$ cat config.mk
export PLATFORM = sky130hd
export DESIGN_NAME = uart_rx_fifo
export DESIGN_NICKNAME = d
export VERILOG_FILES = /design/src/rtl/uart_rx_fifo.sv
export SDC_FILE = /design/constraint.sdc
export NUM_CORES = 1
export LEC_CHECK = 0
export BUFFER_PORTS_ARGS = -buffer_cell sky130_fd_sc_hd__clkbuf_2
export CORE_MARGIN = 1.5
export CORE_UTILIZATION = 40
export CTS_CLUSTER_SIZE = 20
export DETAILED_ROUTE_END_ITERATION = 10
export HOLD_SLACK_MARGIN = 0.08
export PLACE_DENSITY = 0.53
export SLEW_MARGIN = 15
export SYNTH_ARGS = -nofsm -noshare
export SYNTH_HDL_FRONTEND = slang
export SYNTH_SLANG_ARGS = --single-unit
$ cat constraint.sdc
create_clock -name CLK -period 6.41 [get_ports CLK]
set_input_delay 0.641 -clock CLK [delete_from_list [all_inputs] [get_ports CLK]]
set_output_delay 0.641 -clock CLK [all_outputs]
set_load 0.01 [all_outputs]
$ cat src/rtl/uart_rx_fifo.sv
// uart_rx_fifo: 8N1 UART receiver feeding a first-word-fall-through byte FIFO.
// Define UART_RX_PARITY_EN to receive 8E1 frames with even-parity checking.
module uart_rx_fifo #(
    parameter int CLK_FREQ_HZ = 50000000,
    parameter int BAUD        = 115200,
    parameter int FIFO_DEPTH  = 8
) (
    input  logic                              CLK,
    input  logic                              RESET,
    input  logic                              RXD,
    input  logic                              rd_en,
    input  logic                              clr_err,
    output logic [7:0]                        rd_data,
    output logic                              valid,
    output logic [$clog2(FIFO_DEPTH+1)-1:0]   count,
    output logic                              frame_err,
    output logic                              overrun,
    output logic                              parity_err
);

    localparam int CPB = CLK_FREQ_HZ / BAUD;
    localparam int BW  = $clog2(CPB);
    localparam int AW  = $clog2(FIFO_DEPTH);
    localparam int CW  = $clog2(FIFO_DEPTH + 1);
    localparam logic [BW-1:0] HALF = BW'(CPB / 2 - 1);
    localparam logic [BW-1:0] FULL = BW'(CPB - 1);

    typedef enum logic [2:0] {
        S_IDLE,
        S_START,
        S_DATA,
`ifdef UART_RX_PARITY_EN
        S_PARITY,
`endif
        S_STOP
    } state_t;

    state_t          r_state;
    state_t          w_state_n;
    logic            r_sync;
    logic            r_rxs;
    logic            r_rxs_d;
    logic [BW-1:0]   r_bcnt;
    logic [BW-1:0]   w_bcnt_n;
    logic [2:0]      r_bitidx;
    logic [2:0]      w_bitidx_n;
    logic [7:0]      r_shreg;
    logic [7:0]      w_shreg_n;
    logic            w_sample;
    logic            w_push_req;
    logic            w_set_fe;
    logic            w_par_ok;

    logic [7:0]      r_mem [FIFO_DEPTH];
    logic [AW-1:0]   r_wptr;
    logic [AW-1:0]   r_rptr;
    logic [CW-1:0]   r_count;
    logic            w_full;
    logic            w_pop;
    logic            w_push;
    logic            w_ovf;
    logic            r_fe;
    logic            r_ovr;

`ifdef UART_RX_PARITY_EN
    logic            w_set_pe;
    logic            r_par_bad;
    logic            r_pe;
    assign w_par_ok = !r_par_bad;
`else
    assign w_par_ok = 1'b1;
`endif

    // RXD is asynchronous; the edge detector sees only the synchronized copy
    always_ff @(posedge CLK or negedge RESET) begin
        if (!RESET) begin
            r_sync  <= 1'b1;
            r_rxs   <= 1'b1;
            r_rxs_d <= 1'b1;
        end else begin
            r_sync  <= RXD;
            r_rxs   <= r_sync;
            r_rxs_d <= r_rxs;
        end
    end

    assign w_sample = (r_bcnt == '0);

    always_comb begin
        w_state_n  = r_state;
        w_bcnt_n   = r_bcnt - BW'(1);
        w_bitidx_n = r_bitidx;
        w_shreg_n  = r_shreg;
        w_push_req = 1'b0;
        w_set_fe   = 1'b0;
`ifdef UART_RX_PARITY_EN
        w_set_pe   = 1'b0;
`endif
        unique case (r_state)
            S_IDLE: begin
                if (r_rxs_d && !r_rxs) begin
                    w_state_n = S_START;
                    w_bcnt_n  = HALF;
                end
            end
            S_START: begin
                if (w_sample) begin
                    w_bcnt_n = FULL;
                    if (!r_rxs) begin
                        w_state_n  = S_DATA;
                        w_bitidx_n = 3'd0;
                    end else begin
                        w_state_n = S_IDLE;
                    end
                end
            end
            S_DATA: begin
                if (w_sample) begin
                    w_shreg_n  = {r_rxs, r_shreg[7:1]};
                    w_bitidx_n = r_bitidx + 3'd1;
                    w_bcnt_n   = FULL;
                    if (r_bitidx == 3'd7) begin
`ifdef UART_RX_PARITY_EN
                        w_state_n = S_PARITY;
`else
                        w_state_n = S_STOP;
`endif
                    end
                end
            end
`ifdef UART_RX_PARITY_EN
            S_PARITY: begin
                if (w_sample) begin
                    w_set_pe  = (r_rxs != ^r_shreg);
                    w_state_n = S_STOP;
                    w_bcnt_n  = FULL;
                end
            end
`endif
            S_STOP: begin
                if (w_sample) begin
                    w_push_req = r_rxs && w_par_ok;
                    w_set_fe   = !r_rxs;
                    w_state_n  = S_IDLE;
                    w_bcnt_n   = FULL;
                end
            end
            default: begin
                w_state_n = S_IDLE;
                w_bcnt_n  = FULL;
            end
        endcase
    end

    always_ff @(posedge CLK or negedge RESET) begin
        if (!RESET) begin
            r_state  <= S_IDLE;
            r_bcnt   <= FULL;
            r_bitidx <= 3'd0;
            r_shreg  <= 8'h00;
        end else begin
            r_state  <= w_state_n;
            r_bcnt   <= w_bcnt_n;
            r_bitidx <= w_bitidx_n;
            r_shreg  <= w_shreg_n;
        end
    end

`ifdef UART_RX_PARITY_EN
    always_ff @(posedge CLK or negedge RESET) begin
        if (!RESET) begin
            r_par_bad <= 1'b0;
            r_pe      <= 1'b0;
        end else begin
            if (r_state == S_PARITY && w_sample)
                r_par_bad <= w_set_pe;
            r_pe <= w_set_pe | (r_pe & ~clr_err);
        end
    end
    assign parity_err = r_pe;
`else
    assign parity_err = 1'b0;
`endif

    // A push into a full FIFO still lands when the head is popped that cycle
    assign w_full = (r_count == CW'(FIFO_DEPTH));
    assign w_pop  = rd_en && (r_count != '0);
    assign w_push = w_push_req && (!w_full || w_pop);
    assign w_ovf  = w_push_req && w_full && !w_pop;

    always_ff @(posedge CLK) begin
        if (w_push)
            r_mem[r_wptr] <= r_shreg;
    end

    always_ff @(posedge CLK or negedge RESET) begin
        if (!RESET) begin
            r_wptr  <= '0;
            r_rptr  <= '0;
            r_count <= '0;
            r_fe    <= 1'b0;
            r_ovr   <= 1'b0;
        end else begin
            if (w_push)
                r_wptr <= r_wptr + AW'(1);
            if (w_pop)
                r_rptr <= r_rptr + AW'(1);
            if (w_push && !w_pop)
                r_count <= r_count + CW'(1);
            else if (w_pop && !w_push)
                r_count <= r_count - CW'(1);
            r_fe  <= w_set_fe | (r_fe & ~clr_err);
            r_ovr <= w_ovf | (r_ovr & ~clr_err);
        end
    end

    assign valid     = (r_count != '0);
    assign count     = r_count;
    assign rd_data   = valid ? r_mem[r_rptr] : 8'h00;
    assign frame_err = r_fe;
    assign overrun   = r_ovr;

endmodule

Word-level counts from Yosys, hierarchy flattened
Memory sizes are Yosys's and may differ from the RTL's. Cells that the tools add are included.

Memories kept: 1. Bits of input ports: 5. Word-level logic and storage cells: 79. Memory bits (writable): 64. Register bits after elaboration: 38.

Memories: r_mem (depth 8, width 8, read ports 1, clocked after memory_dff 0, wr ports 1, RTL line 54) `logic [7:0] r_mem [FIFO_DEPTH];`.

Eq/ne operators: 11. Multiplexer cells: 23. Bitwise operators: 5. Reductions and logical operators: 21. $add $sub $neg: 6.

Operator list (count): 3-bit two-way mux (8); 9-bit two-way mux (2); 9-bit one-hot mux with 2 select lines (1); 2-bit inequality test, second input constant (6); 3-bit one-hot mux with 4 select lines (1); 3-bit by 1-bit adder with 3-bit output, second input constant (3); 9-bit zero test (1); 9-bit by 1-bit subtractor with 9-bit output, second input constant (1); 4-bit two-way mux (2); 8-bit two-way mux (1); 1-bit logical AND (7); 3-bit by 2-bit equality test with 1-bit output, second input constant (2); 1-bit two-way mux (6); 3-bit one-hot mux with 2 select lines (1); 5-bit AND reduction (1); 4-bit by 1-bit adder with 4-bit output, second input constant (1); 4-bit equality test, second input constant (1); 1-bit zero test (4); 4-bit AND reduction (1); 2-bit nonzero test (2); 4-bit nonzero test (1); 4-bit by 1-bit subtractor with 4-bit output, second input constant (1); 3-bit by 1-bit equality test with 1-bit output, second input constant (1); 3-bit equality test, second input constant (1); other kinds (8) (10).

Longest topological paths before layout
Depth in word-level cells: 8. Mapped depth: 14. Mapped depth without buffers: 13.

Worst setup path before layout
No wires, ideal clock.

Path type: register -> register. Start point: register r_bcnt[0]. End point: register r_count[3], in the netlist count[3]. Setup time: 136 ps. Period minus slack after synthesis: 2749 ps. Buffers on the path: 1. Data arrival time: 2613 ps. Setup slack: 3661 ps. Data required time: 6274 ps. Cell stages (with the launch flop): 14. Cells stage by stage: dfstp_2 inv_1 ha_1 nor4b_4 and3_1 buf_4 nand2_2 inv_1 ha_1 inv_1 ha_1 a21o_1 a2111oi_0 o31ai_1.

Cells in the longest elaborated chain, start to end: 7. Elaborated cells between the ends (all ways): 9. Classes of those cells: mux: 3; reduce/logical: 6.

Ends and longest elaborated chain: start: declaration (RTL line 43) `logic [BW-1:0] r_bcnt;`; start signal: assignment (RTL line 163) `r_bcnt <= w_bcnt_n;`; 9-bit zero test (*) (RTL line 87) `assign w_sample = (r_bcnt == '0);`; 1-bit two-way mux (*) (RTL line 141) `if (w_sample) begin`; 1-bit two-way mux (*) (RTL line 99) `unique case (r_state)`; 1-bit logical AND (*) (RTL line 188) `assign w_push = w_push_req && (!w_full || w_pop);`; net w_push (RTL line 60) `logic w_push;`; 1-bit zero test (RTL line 210) `else if (w_pop && !w_push)`; 1-bit logical AND (RTL line 210); 2-bit nonzero test (no source line); end signal: assignment (RTL line 209) `r_count <= r_count + CW'(1);`; end signal: assignment (RTL line 211) `r_count <= r_count - CW'(1);`; end: declaration (RTL line 57) `logic [CW-1:0] r_count;`.

Mark *: on every way through the listed nets, which the timed path passes. The rest lies on a longest branch. A chain may end at the register's enable or synchronous reset.

Final worst setup path
Start point: register r_count[3], in the netlist count[3]. End point: register r_count[3], in the netlist count[3].

Cells in the longest elaborated chain, start to end: 7. Elaborated cells between the ends (all ways): 15. Classes of those cells: add/sub: 2; eq/ne: 1; mux: 2; reduce/logical: 10.

Ends and longest elaborated chain: parallel branches: the longest is 7 deep, another holds 4-bit by 1-bit subtractor with 4-bit output.

Several ways; the timed one is not identified. The select of a mux whose other input is x is not followed.

==> run_results.csv <==
group,metric,value,unit
timing,setup_ws,3.435,ns
worst_hold_path,min_path_cells,1,
placed_design,dp_hpwl,5067,um
clock_tree,cts.repair.resized,0,
power,ir_drop,0.1544,mV
layout,instances_no_fill,433,
clock_tree,cts_sinks,101,
power,p_per_area,283.8,nW/um^2
run,cap_violations,0,
placed_design,gp_routability_congestion,0.7658,
layout,area_growth,10.50,%
die,die_w,106.7,um
placed_design,dp.cells,417,
logic_synthesis,synth-seq-area-share,66.45,%
global_route,grt_start_max_net_pins,38,
timing,drv_slew,0,
placed_design,io_buffers,19,
die,initial_core_util,41.47,%
timing,hold_viol_final,0,
drt,vias_per_cell,5.203,
timing,setup-violations-final,0,
timing,worst_pin_slew,1.021,ns
critical_path,startpoint_type,"flop",
clock_tree,cts_hold_buf,0,
logic_synthesis,syn_area,4300,sq um
global_route,grt_overflow,0,
timing,relSlewSlack,31.69,%
global_route,grt_pass1_vias,2384,
logic_synthesis,syn_nets,285,
clock_tree,max-clock-path-buffers,2,
drt,dr_total_vias,2253,
worst_hold_path,hold_class,"input port to flop",
clock_tree,insertion_delay,0.36,ns
drt,wire_per_inst,18.27,um
die,core,10370,sq um
drt,drt-pass1-iter-count,4,
critical_path,worstPathRequired,6.65,ns
timing,timing.fmax,0.3361,GHz
global_route,antenna_found_initial,0,
critical_path,endpoint_kind,"flop",
power,power_leakage,1.872,nW
outcome,status,"complete, no violations",
timing,rsz0062_at_grt,"false",
power,power.total,0.001349,W
drt,route.detailed.drc,0,
die,pin_count,21,
timing,final.setup.tns,0,ns
placed_design,placed_cell_area,4532,sq um
layout,diodes,0,
clock_tree,path_clk_slew,0.09,ns
die,die_h,106.7,um
timing,timing.final.crit_share,46.41,%
clock_tree,cts-root-buf,"clkbuf_8",
logic_synthesis,synth_edf_count,64,
critical_path,arrival,3.21,ns
global_route,grt_pass1_wl,13050,um
die,num_rows,37,
critical_path,cp_max_fo,9,
logic_synthesis,ys_ff_latch,101,
layout,fin_nets,307,
layout,stdcell_area,4752,sq um
critical_path,worst_path_max_delay_cell,"nor4_4",
clock_tree,numCtsBuffers,9,
drt,drtIter0Drc,106,
logic_synthesis,synthFlopType,"edfxtp_1",
logic_synthesis,yosys_warnings,0,
placed_design,place_ws,3.426,ns
global_route,grt.total_usage,15.58,%
drt,postRouteWirelength,7912,um
clock_tree,cts_tree,"built",
timing,fin_worst_skew,0.01290,ns
clock_tree,htree_num_levels,3,
timing,period_needed,2.975,ns
logic_synthesis,syn_avg_cell_area,15.93,sq um
logic_synthesis,syn_inst,270,
critical_path,crit_path_cell_trace,"nor4_4 -> inv_1 -> nand2_1 -> ha_1 -> inv_1 -> ha_1 -> a21o_1 -> a2111oi_0 -> o31ai_1",
critical_path,cpPeakStageDelay,0.66,ns
layout,drive_gt1_share,26.94,%
critical_path,critical_path_class,"flop to flop",
logic_synthesis,synthArstFlopShare,36.63,%
die,fp.dieArea,11380,sq um
clock_tree,cts_setup_buffers,0,
drt,ant_nets,0,
critical_path,worst_r2r_path_depth,9,
logic_synthesis,netlist-cell-type-count,45,
[layout by cell type, fill, tap and decap left out, types with 8 or more instances in the layout]
cell type  instances
nand3_1            8
o21ai_0           10
nor2_1            22
ha_1               9
mux2i_1            9
xnor2_1            9
mux4_2            16
edfxtp_1          64
clkbuf_2          19
inv_1             11
clkbuf_8           9
nand2_1           10
mux2_2            10
dfrtp_1           29
dfstp_2            8
[synthesized netlist by cell type, drive strengths merged, types with 7 or more instances]
master	n	share of area, %
edfxtp	64	45
dfrtp	29	17
nor2	23	2.2
mux4	16	8.4
inv	11	0.96
mux2	11	3.0
nand2	11	1.0
o21ai	10	1.2
ha	9	2.6
mux2i	9	2.1
nand3	9	1.2
xnor2	9	1.8
dfstp	8	4.9
nor3	8	0.93
buf	7	0.99
[kinds of logic (layout without fill, tap and decap cells)]
| family | count (synthesis) | count (layout) | synth area share (%) |
|---|---|---|---|
| fa+ha+maj | 10 | 10 | 3.084 |
| simple gates | 63 | 63 | 8.322 |
| flops | 101 | 101 | 66.45 |
| mux | 36 | 36 | 13.44 |
| other cells | 1 | 1 | 0.08720 |
| buf+inv | 20 | 47 | 2.153 |
| compound gates | 28 | 28 | 4.219 |
| xor+xnor | 11 | 11 | 2.241 |
[worst paths after layout]
check                              start  slack [ns]   endpoint
worst max-delay path            count[3]        3.44   count[3]
worst max register to register  count[3]        3.44   count[3]
min in group asynchronous          RESET        0.43  r_bcnt[6]
worst min-delay path                 RXD        0.35     r_sync
worst min register to register    r_sync        0.36      r_rxs
max in group asynchronous          RESET        5.37  r_rptr[2]
[registers in the layout, indices dropped and copies added, names as in the netlist]
signal	cells
count	4
r_bitidx	3
r_rptr	3
r_wptr	3
r_state	2
r_rxs_d	1
overrun	1
r_shreg	8
r_sync	1
r_rxs	1
r_mem	64
frame_err	1
r_bcnt	9
[metal layers]
layer / track usage (%) / vias up / share of wire [%]
met5: 0 / - / 0
met3: 2.918 / 9 / 2.1
met1: 20.50 / 1153 / 46
met2: 25.69 / 25 / 50
met4: 6.000 / 0 / 1.5
li1: - / 1066 / -
[area by class of cell]
type	count	area [sq um]
clock inverters	7	96.34
well taps	136	170.2
fillers	931	5618
flip-flops and latches	101	2858
multi-input cells	149	1360
repair buffers	20	102.6
clock buffers	9	123.9
inverters	11	41.29
[worst max-delay path, delay by kind of cell (launching register included)]
| kind | cells | cell delay, ns |
|---|---|---|
| and+or+nand+nor | 2 | 0.84 |
| AOI/OAI and AO/OA | 3 | 0.73 |
| adders and majority gates | 2 | 0.51 |
| DFF | 1 | 0.48 |
| buffers and inverters | 2 | 0.29 |
[report_power, final]
group,switching (W),internal (W),leakage (nW)
sequential,0.0000503,0.000726,1.18
combinational,0.0000715,0.0000604,0.586
clock,0.000219,0.000221,0.104
[stage by stage]
stage | hold slack [ns] | util, %
3_5_place_dp | 0.3470 | 43.70
5_1_grt | 0.3295 | 45.83
2_1_floorplan | 0.3452 | -
3_3_place_gp | 0.3467 | 43.70
6_report | 0.3534 | 45.83
4_1_cts | 0.3284 | 45.83
Power figures use the tool's default switching activity.
